$ cat config.mk
export PLATFORM = sky130hd
export DESIGN_NAME = if_id_stage
export DESIGN_NICKNAME = d
export VERILOG_FILES = /design/src/rtl/if_id_stage.sv
export SDC_FILE = /design/constraint.sdc
export NUM_CORES = 1
export LEC_CHECK = 0
export ABC_CLOCK_PERIOD_IN_PS = 3100
export CAP_MARGIN = 20
export CORE_UTILIZATION = 24
export DETAILED_ROUTE_END_ITERATION = 6
export GPL_TIMING_DRIVEN = 0
export PLACE_DENSITY = 0.44
export SLEW_MARGIN = 40
export SYNTH_ARGS = -nofsm -noshare
export SYNTH_HDL_FRONTEND = slang
export SYNTH_SLANG_ARGS = --single-unit
$ cat constraint.sdc
create_clock -name clk -period 3.1 [get_ports clk]
set_clock_uncertainty 0.05 [all_clocks]
set_input_delay 0.62 -clock clk [delete_from_list [all_inputs] [get_ports clk]]
set_output_delay 0.62 -clock clk [all_outputs]
set_load 0.005 [all_outputs]
$ cat src/rtl/if_id_stage.sv
// rtl/if_id_stage.sv - fetch stage and IF/ID pipeline register with EXEC detour (optional perf counters: IF_PERF_CNT_EN)
module if_id_stage #(
    parameter int              ISIZE  = 16,
    parameter int              RSIZE  = 4,
    parameter int              PCW    = 16,
    parameter logic [PCW-1:0]  RST_PC = '0
) (
    input  logic               clk,
    input  logic               rst_n,
    input  logic               Stall,
    input  logic               Redirect,
    input  logic [PCW-1:0]     RedirectPC,
    input  logic               ExecReq,
    input  logic [PCW-1:0]     ExecPC,
    input  logic [ISIZE-1:0]   IMemData,
    output logic [PCW-1:0]     IMemAddr,
    output logic [ISIZE-1:0]   InstrD,
    output logic [PCW-1:0]     PCPlus1D,
    output logic               ValidD,
    output logic [3:0]         OpCode,
    output logic [2:0]         Cond,
    output logic [RSIZE-1:0]   AddrRs,
    output logic [RSIZE-1:0]   AddrRt,
    output logic [ISIZE-1:0]   LastInstr,
`ifdef IF_PERF_CNT_EN
    output logic [15:0]        StallCnt,
    output logic [15:0]        FlushCnt,
    output logic [15:0]        ExecCnt,
`endif
    output logic [3:0]         EXECTest
);

    typedef enum logic {
        RUN    = 1'b0,
        EXEC_F = 1'b1
    } state_t;

    localparam logic [PCW-1:0] PC_ONE = {{(PCW-1){1'b0}}, 1'b1};

    state_t             state;
    state_t             state_next;
    logic [PCW-1:0]     pc;
    logic [PCW-1:0]     ret_pc;
    logic               exec_flag;

    // Per-edge action, exactly one is active: redirect > accepted exec > stall > advance
    logic               do_redirect;
    logic               do_exec;
    logic               do_stall;
    logic               do_advance;

    // FSM state register; reset abandons any detour in flight
    always_ff @(posedge clk or negedge rst_n) begin
        if (!rst_n) begin
            state <= RUN;
        end else begin
            state <= state_next;
        end
    end

    // FSM next state: redirect always lands in RUN, a nested exec request is ignored
    always_comb begin
        state_next = state;
        if (Redirect) begin
            state_next = RUN;
        end else if (ExecReq && (state == RUN)) begin
            state_next = EXEC_F;
        end else if (Stall) begin
            state_next = state;
        end else begin
            state_next = RUN;
        end
    end

    // FSM outputs: decode the single action taken at the coming edge
    always_comb begin
        do_redirect = 1'b0;
        do_exec     = 1'b0;
        do_stall    = 1'b0;
        do_advance  = 1'b0;
        if (Redirect) begin
            do_redirect = 1'b1;
        end else if (ExecReq && (state == RUN)) begin
            do_exec = 1'b1;
        end else if (Stall) begin
            do_stall = 1'b1;
        end else begin
            do_advance = 1'b1;
        end
    end

    // PC, return PC and IF/ID register update
    always_ff @(posedge clk or negedge rst_n) begin
        if (!rst_n) begin
            pc        <= RST_PC;
            ret_pc    <= '0;
            InstrD    <= '0;
            PCPlus1D  <= '0;
            ValidD    <= 1'b0;
            exec_flag <= 1'b0;
            LastInstr <= '0;
        end else if (do_redirect) begin
            // The branch itself moves into EX; the wrong-path fetch becomes a bubble
            pc        <= RedirectPC;
            InstrD    <= '0;
            ValidD    <= 1'b0;
            exec_flag <= 1'b0;
            LastInstr <= InstrD;
        end else if (do_exec) begin
            // Remember where to come back to once the single target word is fetched
            ret_pc    <= pc;
            pc        <= ExecPC;
            InstrD    <= '0;
            ValidD    <= 1'b0;
            exec_flag <= 1'b0;
            LastInstr <= InstrD;
        end else if (do_stall) begin
            // ID holds, so EX receives a bubble
            LastInstr <= '0;
        end else if (do_advance) begin
            InstrD    <= IMemData;
            PCPlus1D  <= pc + PC_ONE;
            ValidD    <= 1'b1;
            exec_flag <= (state == EXEC_F);
            pc        <= (state == EXEC_F) ? ret_pc : (pc + PC_ONE);
            LastInstr <= ValidD ? InstrD : '0;
        end
    end

`ifdef IF_PERF_CNT_EN
    // Saturating event counters, one increment per edge following the action priority
    always_ff @(posedge clk or negedge rst_n) begin
        if (!rst_n) begin
            StallCnt <= '0;
            FlushCnt <= '0;
            ExecCnt  <= '0;
        end else begin
            if (do_stall && (StallCnt != 16'hFFFF)) begin
                StallCnt <= StallCnt + 16'd1;
            end
            if (do_redirect && (FlushCnt != 16'hFFFF)) begin
                FlushCnt <= FlushCnt + 16'd1;
            end
            if (do_exec && (ExecCnt != 16'hFFFF)) begin
                ExecCnt <= ExecCnt + 16'd1;
            end
        end
    end
`endif

    // Fetch address and pre-split decode fields
    always_comb begin
        IMemAddr = pc;
        OpCode   = InstrD[15:12];
        Cond     = InstrD[11:9];
        AddrRs   = InstrD[2*RSIZE-1:RSIZE];
        AddrRt   = InstrD[RSIZE-1:0];
        EXECTest = exec_flag ? InstrD[15:12] : 4'h0;
    end

endmodule

Yosys cells after proc, flatten, opt, wreduce, memory -nomap -nowiden. Cells that the tools add are included.

Register bits after elaboration: 83. Output and inout port bits: 84. Word-level logic and storage cells: 56.

Add/subtract/negate cells: 1. Equal/unequal tests: 2. Multiplexer cells: 35. Bitwise gates (word level): 4. Reductions and logical operators: 6.

Operators by type and width (number): $mux 16 (14); $mux 1 (20); $add 16x1->16 const B (1); $mux 4 (1); $not 1->1 (4); $reduce_and 2->1 (2); $reduce_and 4->1 (1); $reduce_bool 4->1 (1); $ne 3x1->1 const B (1); $ne 3x3->1 const B (1); $reduce_bool 3->1 (1); $logic_and 1x1->1 (1).

Longest topological paths before layout.
Word-level depth: 8. Depth in mapped cells: 7. Mapped depth without buffers: 5.

Worst setup path before layout. No wires, ideal clock.

Path type: input port to flip-flop. From: input Redirect. To: register LastInstr[7]. Arrival time: 1783 ps. Path slack: 1149 ps. Cell stages on the path: 5. Path buffers: 2. Cells stage by stage: buf_2 > or2_2 > a21oi_2 > clkbuf_1 > and2b_1.

Longest elaborated chain between the ends: 4. Elaborated cells between the ends (all ways): 8. Those cells by class: 7 x mux; 1 x reduce/logical.

RTL lines: from (decl) (RTL line 11) `input logic Redirect,`; $mux 1 (RTL line 81) `if (Redirect) begin`; $mux 16 (RTL line 117) `end else if (do_stall) begin`; $mux 16 (RTL line 109) `end else if (do_exec) begin`; $mux 16 (RTL line 102) `end else if (do_redirect) begin`; to (signal assigned) (RTL line 108) `LastInstr <= InstrD;`; to (signal assigned) (RTL line 116) `LastInstr <= InstrD;`; to (signal assigned) (RTL line 126) `LastInstr <= ValidD ? InstrD : '0;`; to (decl) (RTL line 24) `output logic [ISIZE-1:0] LastInstr,`.

Several ways; a longest one is shown, not always the timed one. A chain may end at the register's enable or synchronous reset.

Worst setup path in the final report.
From: input ExecReq. To: register ret_pc[13].

Longest elaborated chain between the ends: 4.

RTL lines: from (decl) (RTL line 13) `input logic ExecReq,`; $logic_and 1x1->1 (RTL line 83) `end else if (ExecReq && (state == RUN)) begin`; $mux 1 (RTL line 83); $mux 1 (RTL line 81); $reduce_and 2->1 (no line); to (signal assigned) (RTL line 111) `ret_pc <= pc;`; to (decl) (RTL line 43) `logic [PCW-1:0] ret_pc;`.

Every way passes these cells.

==> run_results.csv <==
group,metric,value,unit
run_status,run_status,"finished clean",
clocking,clk_latency,0.35,ns
sta,rsz0062_at_grt,"false",
die,initial_utilization,0.246,
detailed_routing,routed-via-count,3417,
synth,synth_top_area_frac,0.507,
synth,ys_top_cells_by_count,"dfrtp_1, nor2_1, nand2_1",
power_and_ir_drop,p_total,3.21,mW
clocking,clock_sinks,83,
setup_path,end_kind,"register",
die,die_x,133,um
sta,setup-tns-final,0,ns
place,hpwlAfterDp,9500,um
cells_and_area,drive_gt1_frac,0.147,
synth,synth_most_common_cell,"dfrtp_1",
synth,synth_edf_count,0,
cells_and_area,nets,580,
power_and_ir_drop,vdd_drop_max,0.000304,V
setup_path,endpoint,"ret_pc[13]$_DFFE_PN0P_",
global_routing,track_usage,0.153,
synth,syn-instance-count,378,
setup_path,worstRegToRegCells,4,
power_and_ir_drop,power_density,529,nW/um2
place,port_buffers,136,
setup_path,critical_path_class,"in -> reg",
setup_path,crit_cells,5,
detailed_routing,wirelength,13000,um
min_path,hp-class,"in -> async",
die,rows,47,
sta,setup_violations,0,
detailed_routing,antenna_left,0,
synth,synthTopCellsByArea,"dfrtp_1, mux2i_1, mux2_2",
setup_path,critPathRequiredTime,3.28,ns
setup_path,critPathLaunch,"ExecReq",
synth,ys_seq_area_frac,0.507,
clocking,cts-root-buf,"clkbuf_16",
setup_path,cp_top_family,"buffers and inverters",
synth,syn_area,4100,um2
run,cap_violations,0,
setup_path,cpPeakStageDelay,0.71,ns
synth,syn_nets,432,
setup_path,startpoint_type,"input pin",
cells_and_area,antenna_cells,0,
sta,tightestPinTransition,0.859,ns
sta,hold_ws,0.0954,ns
sta,hold_violations,0,
sta,fmax,0.378,GHz
synth,synth_flop_cell,"dfrtp_1",
place,place.gp.congestion,0.767,
sta,slew_headroom,0.426,
detailed_routing,wl_per_cell,17.3,um
setup_path,slowest_stage,"nor3b_1",
global_routing,grt_pass1_wl,20200,um
sta,finalCritPeriodShare,0.854,
synth,async_flop_share,1.00,
setup_path,reg2reg_from,"state$_DFFE_PN0P_",
global_routing,grt_pass1_vias,3555,
clocking,ctsResizeCount,0,
detailed_routing,drt_iter0_drc,158,
clocking,clk_pin_slew,0.06,ns
die,core_area,16600,um2
die,fp.dieH,133,um
clocking,numCtsBuffers,9,
setup_path,r2r_slack,0.89,ns
setup_path,critPathArrivalTime,2.83,ns
setup_path,crit_path_max_fanout,10,
clocking,htreeDepth,3,
setup_path,r2r_end,"ret_pc[13]$_DFFE_PN0P_",
global_routing,grt_start_max_net_pins,54,
synth,yosysTopAreaCell,"dfrtp_1",
synth,synth-warning-count,0,
clocking,post-cts-setup-buffer-count,0,
cells_and_area,area_growth,48.1,%
detailed_routing,drc,0,
cells_and_area,regArea,2080,um2
detailed_routing,routed_via_density,4.55,
synth,synth_cell_types,60,
die,die-area,17600,um2
clocking,hold_buffers,0,
setup_path,cp_num_buf_inv,3,
power_and_ir_drop,p_leak,2.54,nW
sta,min_period,2.65,ns
cells_and_area,multi_input_area,1740,um2
detailed_routing,firstDrtPassIters,5,
global_routing,gr-total-overflow,0,
sta,drv_slew,0,
synth,synth_area_per_cell,10.8,um2
synth,ys_ff_latch,83,
clocking,clock_path_buffers,2,
clocking,cts_tree,"built",
die,io_pins,137,
setup_path,path_cells,"clkdlybuf4s50_1 -> buf_6 -> nor3b_1 -> buf_2 -> mux2_2",
cells_and_area,nFillCells,1657,
global_routing,antenna_found_initial,0,
==> registers in the layout, indices dropped and copies added, names as in the netlist <==
| register | cells |
|---|---|
| IMemAddr | 16 |
| PCPlus1D | 16 |
| InstrD | 16 |
| exec_flag | 1 |
| ret_pc | 16 |
| LastInstr | 16 |
| ValidD | 1 |
| state | 1 |
==> cell usage in the layout, fill, tap and decap left out, types with 4 or more instances in the layout <==
cell type	Yosys	final
nor2b_1	16	16
dfrtp_1	83	83
mux2i_1	21	21
a221oi_1	8	8
buf_4	16	16
nand2_1	23	23
o21ai_0	19	19
clkinvlp_4	0	4
a22oi_1	4	4
clkbuf_1	13	13
nor2_1	33	33
mux2_2	18	18
xnor2_1	10	10
nand3_1	5	5
clkdlybuf4s50_1	0	135
a21oi_1	8	8
inv_1	6	6
nor3b_1	4	4
a211o_1	4	4
and2_1	4	4
nor3_1	7	7
buf_2	11	11
clkbuf_16	0	9
==> per-layer routing <==
metal / vias up / GRT usage / share of wire
met2: 141 / 0.238 / 0.44
met4: 0 / 0.0805 / 0.027
met5: - / 0 / 0
li1: 1624 / - / -
met1: 1632 / 0.190 / 0.45
met3: 20 / 0.0483 / 0.079
==> cell type report <==
type	count	share of cell area
Clock buffer	10	0.0394
Timing Repair Buffer	137	0.229
Clock inverter	6	0.0107
Multi-Input combinational cell	243	0.287
Inverter	7	0.00433
Tap cell	220	0.0454
Sequential cell	83	0.342
Buffer	45	0.0419
==> metrics by stage <==
stage | setup WS, ns | std cells | area [um2] | util
3_5_place_dp | 0.114 | 735 | 5760 | 0.346
6_report | 0.453 | 751 | 6070 | 0.364
2_1_floorplan | 1.15 | 378 | 4100 | -
3_3_place_gp | -1.90 | 734 | 5730 | 0.344
5_1_grt | 0.452 | 751 | 6070 | 0.364
4_1_cts | 0.476 | 751 | 6070 | 0.364
==> worst reg2reg max path: cells and delay by family (launching register included) <==
kind,cells,cell delay [ns]
buffers and inverters,2,0.60
and+or+nand+nor,1,0.72
muxes,1,0.38
DFF,1,0.35
==> power by group <==
group	internal [mW]	total (mW)	switching [mW]	leakage (nW)
Combinational	0.434	0.741	0.308	1.35
Clock	0.644	1.10	0.459	0.137
Sequential	1.24	1.37	0.124	1.06
Total	2.32	3.21	0.891	2.54
==> cell families (layout without fill, tap and decap cells) <==
logic type	count (synthesis)	in the layout	share of synthesized area
compound gates	72	72	0.129
xor+xnor	13	13	0.0278
fa+ha+maj	1	1	0.00305
buf+inv	52	205	0.0684
flops	83	83	0.507
mux	39	39	0.101
simple gates	118	118	0.164
==> how the worst min path moves through the flow <==
stage,depth (start not counted),start,end
4_1_cts,1,rst_n,PCPlus1D[0]$_DFFE_PN0P_
5_1_grt,1,rst_n,PCPlus1D[0]$_DFFE_PN0P_
3_3_place_gp,2,PCPlus1D[10]$_DFFE_PN0P_,PCPlus1D[10]$_DFFE_PN0P_
2_1_floorplan,0,rst_n,IMemAddr[0]$_DFFE_PN0P_
6_report,1,rst_n,PCPlus1D[0]$_DFFE_PN0P_
3_5_place_dp,2,PCPlus1D[10]$_DFFE_PN0P_,PCPlus1D[10]$_DFFE_PN0P_
(Power assumes the default switching activity.)
